**src/rtl/aes_pkg.sv**
```systemverilog
// Shared types for the AES256 datapath: byte/block types, block size, loader states.
// Latency: n/a (types and constants only).
// Backpressure: n/a.
package aes_pkg;

   typedef logic [7:0] byte_t;
   typedef byte_t [15:0] block_t;

   localparam int AES_NB = 16;

   typedef enum logic [0:0] {
      FILL = 1'b0,
      FULL = 1'b1
   } ldr_state_e;

endpackage

```
**src/rtl/mod_blk_loader.sv**
```systemverilog
// Packs a stream of BPB-byte words into one NB-byte block and holds it for the state register.
// Latency: blk_valid rises 1 cycle after the final beat of a block is accepted.
// Backpressure: in_ready drops while a full block waits; it returns the cycle after blk_ready is taken.
//
// Ports:
//   clk       - sole clock, rising edge
//   resetn    - synchronous reset, active-high (1 = reset), overrides everything
//   clr       - synchronous flush of a partial or held block (blk_o contents kept)
//   in_valid / in_ready / in_data - upstream word handshake; byte 0 is the top byte of in_data
//   blk_o     - packed block, blk_o[k] is the k-th received byte
//   blk_valid / blk_ready - one-beat block handshake towards the state register
//   blk_cnt   - count of block handshakes, present only when MOD_BLK_LOADER_CNT_EN is defined
module mod_blk_loader
   import aes_pkg::*;
#(
   parameter int NB  = AES_NB,
   parameter int BPB = 4
) (
   input  logic                clk,
   input  logic                resetn,
   input  logic                clr,
   input  logic                in_valid,
   output logic                in_ready,
   input  logic [BPB*8-1:0]    in_data,
   output logic [NB-1:0][7:0]  blk_o,
   output logic                blk_valid,
   input  logic                blk_ready
`ifdef MOD_BLK_LOADER_CNT_EN
   ,
   output logic [31:0]         blk_cnt
`endif
);

   localparam int BEATS = NB / BPB;
   localparam int CNT_W = (BEATS > 1) ? $clog2(BEATS) : 1;
   localparam logic [CNT_W-1:0] LAST_BEAT = CNT_W'(BEATS - 1);

   ldr_state_e              state_q, state_d;
   logic [CNT_W-1:0]        cnt_q, cnt_d;
   logic [NB-1:0][7:0]      blk_q, blk_d;
   logic                    blk_valid_q, blk_valid_d;

   logic beat_acc;
   logic blk_hs;

   assign in_ready  = (state_q == FILL);
   assign blk_o     = blk_q;
   assign blk_valid = blk_valid_q;

   assign beat_acc = (state_q == FILL) && in_valid;
   assign blk_hs   = (state_q == FULL) && blk_ready;

   always_comb begin
      state_d = state_q;
      cnt_d   = cnt_q;
      blk_d   = blk_q;

      if (clr) begin
         // Flush wins over a same-cycle beat or handshake; the beat is dropped.
         state_d = FILL;
         cnt_d   = '0;
      end else if (beat_acc) begin
         // Constant-index lane writes, selected by the current beat number.
         for (int b = 0; b < BEATS; b++) begin
            if (cnt_q == CNT_W'(b)) begin
               for (int j = 0; j < BPB; j++) begin
                  blk_d[b*BPB + j] = in_data[(BPB-j)*8-1 -: 8];
               end
            end
         end
         if (cnt_q == LAST_BEAT) begin
            cnt_d   = '0;
            state_d = FULL;
         end else begin
            cnt_d = cnt_q + 1'b1;
         end
      end else if (blk_hs) begin
         state_d = FILL;
      end

      blk_valid_d = (state_d == FULL);
   end

   always_ff @(posedge clk) begin
      if (resetn) begin
         state_q     <= FILL;
         cnt_q       <= '0;
         blk_q       <= '0;
         blk_valid_q <= 1'b0;
      end else begin
         state_q     <= state_d;
         cnt_q       <= cnt_d;
         blk_q       <= blk_d;
         blk_valid_q <= blk_valid_d;
      end
   end

`ifdef MOD_BLK_LOADER_CNT_EN
   logic [31:0] blk_cnt_q, blk_cnt_d;

   // Counts every handshake seen on the block interface; wraps naturally.
   always_comb begin
      blk_cnt_d = blk_cnt_q;
      if (blk_valid_q && blk_ready) begin
         blk_cnt_d = blk_cnt_q + 32'd1;
      end
   end

   always_ff @(posedge clk) begin
      if (resetn) begin
         blk_cnt_q <= '0;
      end else begin
         blk_cnt_q <= blk_cnt_d;
      end
   end

   assign blk_cnt = blk_cnt_q;
`endif

endmodule

```
**config.mk**
```make
export PLATFORM = sky130hd
export DESIGN_NAME = mod_blk_loader
export DESIGN_NICKNAME = d
export VERILOG_FILES = /design/src/rtl/aes_pkg.sv /design/src/rtl/mod_blk_loader.sv
export SDC_FILE = /design/constraint.sdc
export NUM_CORES = 1
export LEC_CHECK = 0
export BUFFER_PORTS_ARGS = -buffer_cell sky130_fd_sc_hd__buf_2
export CAP_MARGIN = 20
export CELL_PAD_IN_SITES_DETAIL_PLACEMENT = 0
export CELL_PAD_IN_SITES_GLOBAL_PLACEMENT = 1
export CORE_MARGIN = 2
export CORE_UTILIZATION = 36
export DETAILED_ROUTE_END_ITERATION = 7
export PLACE_DENSITY = 0.84
export SLEW_MARGIN = 10
export SYNTH_ARGS = -nofsm -noshare
export SYNTH_HDL_FRONTEND = slang
export SYNTH_SLANG_ARGS = --single-unit
export TNS_END_PERCENT = 1
```
**constraint.sdc**
```tcl
create_clock -name clk -period 1.64 [get_ports clk]
set_input_delay 0.082 -clock clk [delete_from_list [all_inputs] [get_ports clk]]
set_output_delay 0.082 -clock clk [all_outputs]
set_load 0.05 [all_outputs]
```
== Word level (Yosys, flattened, before mapping) ==
Cells that the tools add are included.
Word-level totals
  bits in registers: 131
  bits of input ports: 37
  output and inout bits: 130
  word-level logic and storage cells: 39
Cells by class
  add/subtract/negate cells: 1
  eq/ne operators: 4
  muxes and demuxes: 4
  bitwise operators: 2
  reductions and logical operators: 10
Operators with widths (count)
  $reduce_and 3->1: 4
  $eq 2x2->1 const B: 2
  $mux 1: 3
  $add 2x1->2 const B: 1
  $eq 2x1->1 const B: 1
  $logic_and 1x1->1: 2
  $logic_not 2->1: 1
  $mux 2: 1
  $ne 2x1->1 const B: 1
  $not 1->1: 2
  $reduce_and 2->1: 1
  $reduce_bool 2->1: 1
  $reduce_or 2->1: 1

== Longest topological paths before layout ==
  word-level depth: 4
  mapped depth: 7

== Least setup slack after synthesis ==
OpenSTA, ideal clock, no wires.
  kind: reg2reg
  start point: register, netlist name blk_valid
  end point: register blk_q (netlist bit blk_o[2])
  setup time: 0.138 ns
  arrival: 1.404 ns
  required time: 1.502 ns
  slack: 0.098 ns
  stages on the path, launching flop included: 6
  cell sequence: dfxtp_1 -> and4bb_2 -> clkbuf_4 -> clkbuf_8 -> nand2_1 -> a21oi_2
RTL lines
  end signal, assigned: RTL line mod_blk_loader.sv:93  | blk_q <= blk_d;
  end, declared: RTL line mod_blk_loader.sv:40  | logic [NB-1:0][7:0] blk_q, blk_d;

== Worst setup path after layout ==
  start point: register cnt_q[1]
  end point: register blk_q (netlist bit blk_o[43])
On the way
  word-level cells in the longest chain between the ends: 2
Ends and longest elaborated chain
  start, declared: RTL line mod_blk_loader.sv:39  | logic [CNT_W-1:0] cnt_q, cnt_d;
  start signal, assigned: RTL line mod_blk_loader.sv:92  | cnt_q <= cnt_d;
  $eq 2x1->1: RTL line mod_blk_loader.sv:65  | if (cnt_q == CNT_W'(b)) begin
  $reduce_and 3->1 (no source line)
Every way passes these cells.
A chain may end at the register's enable or synchronous reset.

==> flow_metrics.py <==
metrics = {
    "outcome": {
        "outcome": "complete, no violations",
    },
    "final_layout": {
        "area.growth.synth_to_final_pct": 38.3,
        "antenna_cells": 0,
        "design_area_sq_um": 6710,
        "layout_commonest_cell": "nand2_1",
        "drive_above_1_share_pct": 31.6,
        "nNetsFinal": 809,
        "layout_common_cells": "nand2_1, buf_2, dfxtp_1",
    },
    "synth": {
        "synth_top_family_by_area": "simple AND/OR/NAND/NOR gates",
        "ys_types": 20,
        "avgSynthCellArea_sq_um": 8.28,
        "yosys.area_share.simple_pct": 22.3,
        "synth_mux_area_share_pct": 0.413,
        "synthAdderAreaFrac_pct": 1.03,
        "syn-cell-area_sq_um": 4850,
        "ys_seq_area_share_pct": 54.1,
        "synthCells": 586,
        "synth_seq_cells": 131,
        "synth_xor_area_share_pct": 0,
        "syn_nets": 627,
        "synth_warnings": 0,
        "synth-compound-area-share_pct": 15.2,
    },
    "detailed_routing": {
        "drtAntennaViolNets": 0,
        "wl_per_cell_um": 14.6,
        "routed_wl_um": 14000,
        "viasPerCell": 4.76,
        "first_iter_violations": 309,
        "vias": 4559,
        "drc": 0,
        "drt_first_pass_iters": 5,
    },
    "power_and_ir_drop": {
        "p_int_mw": 6.00,
        "power.switching_mw": 1.81,
        "switching_share_pct": 23.1,
        "pwr_density_cell_nw_per_um2": 1160,
        "power_frac_seq_pct": 41.8,
        "ir_drop_uv": 548,
        "power_mw": 7.80,
        "combPwrFrac_pct": 7.6,
        "pwr-share-clk_pct": 50.6,
        "power_leakage_nw": 2.80,
    },
    "timing": {
        "hold_viol_final": 0,
        "grt_setup_unrepaired": "yes",
        "slew_violations": 0,
        "fmax_mhz": 649,
        "min_period_over_period_pct": 94.0,
        "clock_skew_ns": 0.00589,
        "setup_violations": 0,
        "worst_slew_pin_slew_ns": 0.637,
        "min_period_ns": 1.54,
        "slew_headroom_pct": 57.5,
    },
    "global_routing": {
        "antenna_found_initial": 0,
        "grt_pass1_wl_um": 22100,
        "grt_overflow": 0,
        "grt_pass1_vias": 4292,
        "grt_usage_pct": 19.7,
        "grt_max_degree": 132,
    },
    "flow_run": {
        "drv_cap": 0,
    },
    "critical_path": {
        "cp_max_fo": 32,
        "crit_family": "simple AND/OR/NAND/NOR gates",
        "endpoint_kind": "register",
        "slowest_delay_ns": 0.57,
        "crit_slowest_cell": "and4bb_4",
        "crit_path_cell_trace": "inv_1, ha_2, and4bb_4, nand2_1, a21oi_2",
        "arrival_ns": 1.89,
        "criticalPathCategory": "reg2reg",
        "critPathBufInv": 1,
        "required_ns": 1.98,
        "critPathLaunchType": "register",
    },
    "clock_tree": {
        "cts.path.max_buffers": 2,
        "cts_setup_buffers": 0,
        "root_buffer": "clkbuf_16",
        "path_clk_slew_ns": 0.06,
        "cts_made_buffers": 17,
        "cts_tree": "built",
        "cts.sinks": 131,
        "insertion_delay_ns": 0.41,
        "htree_num_levels": 4,
    },
    "die": {
        "die_y_um": 120,
        "rows": 42,
        "ioPinCount": 167,
        "initial_core_util_pct": 36.8,
        "core_area_sq_um": 13200,
        "die_w_um": 120,
        "fp.dieArea_sq_um": 14400,
    },
    "place": {
        "place_area_sq_um": 5720,
        "place.gp.congestion": 0.809,
        "dpl.hpwl_um": 9340,
        "io_buffers": 166,
    },
    "hold_path": {
        "hold_class": "in2reg",
    },
}
routing by layer:
| metal | vias up | wire (um) | share of wire (%) | track usage (%) |
|---|---|---|---|---|
| met5 | - | 0 | 0 | 0 |
| met4 | 0 | 320 | 2.3 | 9.19 |
| met3 | 28 | 981 | 7.0 | 5.89 |
| met2 | 156 | 6600 | 47 | 31.3 |
| met1 | 2127 | 6100 | 44 | 24.6 |
| li1 | 2248 | - | - | - |
final timing paths:
kind / startpoint / to / slack [ns] / cells past startpoint
max: cnt_q[1] / blk_o[43] / 0.1 / 5
min reg2reg: blk_o[51] / blk_o[51] / 0.45 / 2
max reg2reg: cnt_q[1] / blk_o[43] / 0.1 / 5
min: resetn / blk_o[82] / 0.26 / 3
synth_stat cells:
cell / number / area share [%]
dfxtp_1: 131 / 54
clkbuf_4: 3 / 0.46
nor2b_1: 1 / 0.13
and4bb_2: 4 / 1.0
a21oi_1: 104 / 11
clkbuf_1: 16 / 1.2
nor2_1: 1 / 0.077
nand4bb_1: 4 / 0.93
a21oi_2: 24 / 4.3
nor3_1: 3 / 0.31
buf_6: 3 / 0.70
ha_1: 4 / 1.0
buf_1: 1 / 0.077
clkbuf_8: 9 / 2.6
nand2_1: 256 / 20
buf_2: 15 / 1.5
buf_4: 1 / 0.15
inv_1: 3 / 0.23
mux2i_1: 2 / 0.41
a2bb2oi_1: 1 / 0.18
power by group through the flow:
stage / logic, mW / clock network [mW] / registers (mW)
floorplan: 0.177 / 0 / 3.50
global route: 0.635 / 4.19 / 3.27
CTS: 0.592 / 4.02 / 3.26
finish: 0.593 / 3.95 / 3.26
global placement: 0.520 / 0 / 3.33
detailed placement: 0.528 / 0 / 3.33
sequential cells by signal, summed over array words and instances (netlist names):
signal,flops
blk_o,128
cnt_q,2
blk_valid,1
per-stage QoR:
step                setup TNS (ns)  std cells  hold slack (ns)  setup WS [ns]  util (%)
finish                           0        957            0.260         0.0986      50.9
CTS                              0        957            0.256         0.0652      50.7
global route                -0.277        957            0.287        -0.0308      50.9
detailed placement           -8.09        891            0.368         -0.133      43.4
global placement             -1.25        891            0.361        -0.0446      43.4
floorplan                        0        586            0.218         0.0981         -
layout make-up:
class	instances	area, sq um
Inverter	3	11.3
Multi-Input combinational cell	404	1940
Sequential cell	131	2630
Timing Repair Buffer	211	1290
Clock buffer	23	498
Clock inverter	9	125
Fill cell	1232	6480
Tap cell	176	220
kinds of logic (layout without fill, tap and decap cells):
logic type               after synthesis  count (layout)
AO/OA/AOI/OAI                        129             129
adder cells (fa/ha/maj)                4               4
buffers and inverters                 51             246
flip-flops                           131             131
multiplexers                           2               2
AND/OR/NAND/NOR                      269             269
timing repair:
item,in CTS,in global routing
hold endpoints to repair,131,0
resized for setup,3,7
hold buffers,34,0
endpoints found under the setup margin,96,46
worst register-to-register path: cells and delay by family (launching register included):
kind | cells | cell delay, ns
buffers and inverters | 1 | 0.10
adders and majority gates | 1 | 0.19
DFF | 1 | 0.33
AOI/OAI and AO/OA | 1 | 0.13
and+or+nand+nor | 2 | 0.72
No activity file was read; power rests on OpenSTA's default activity.
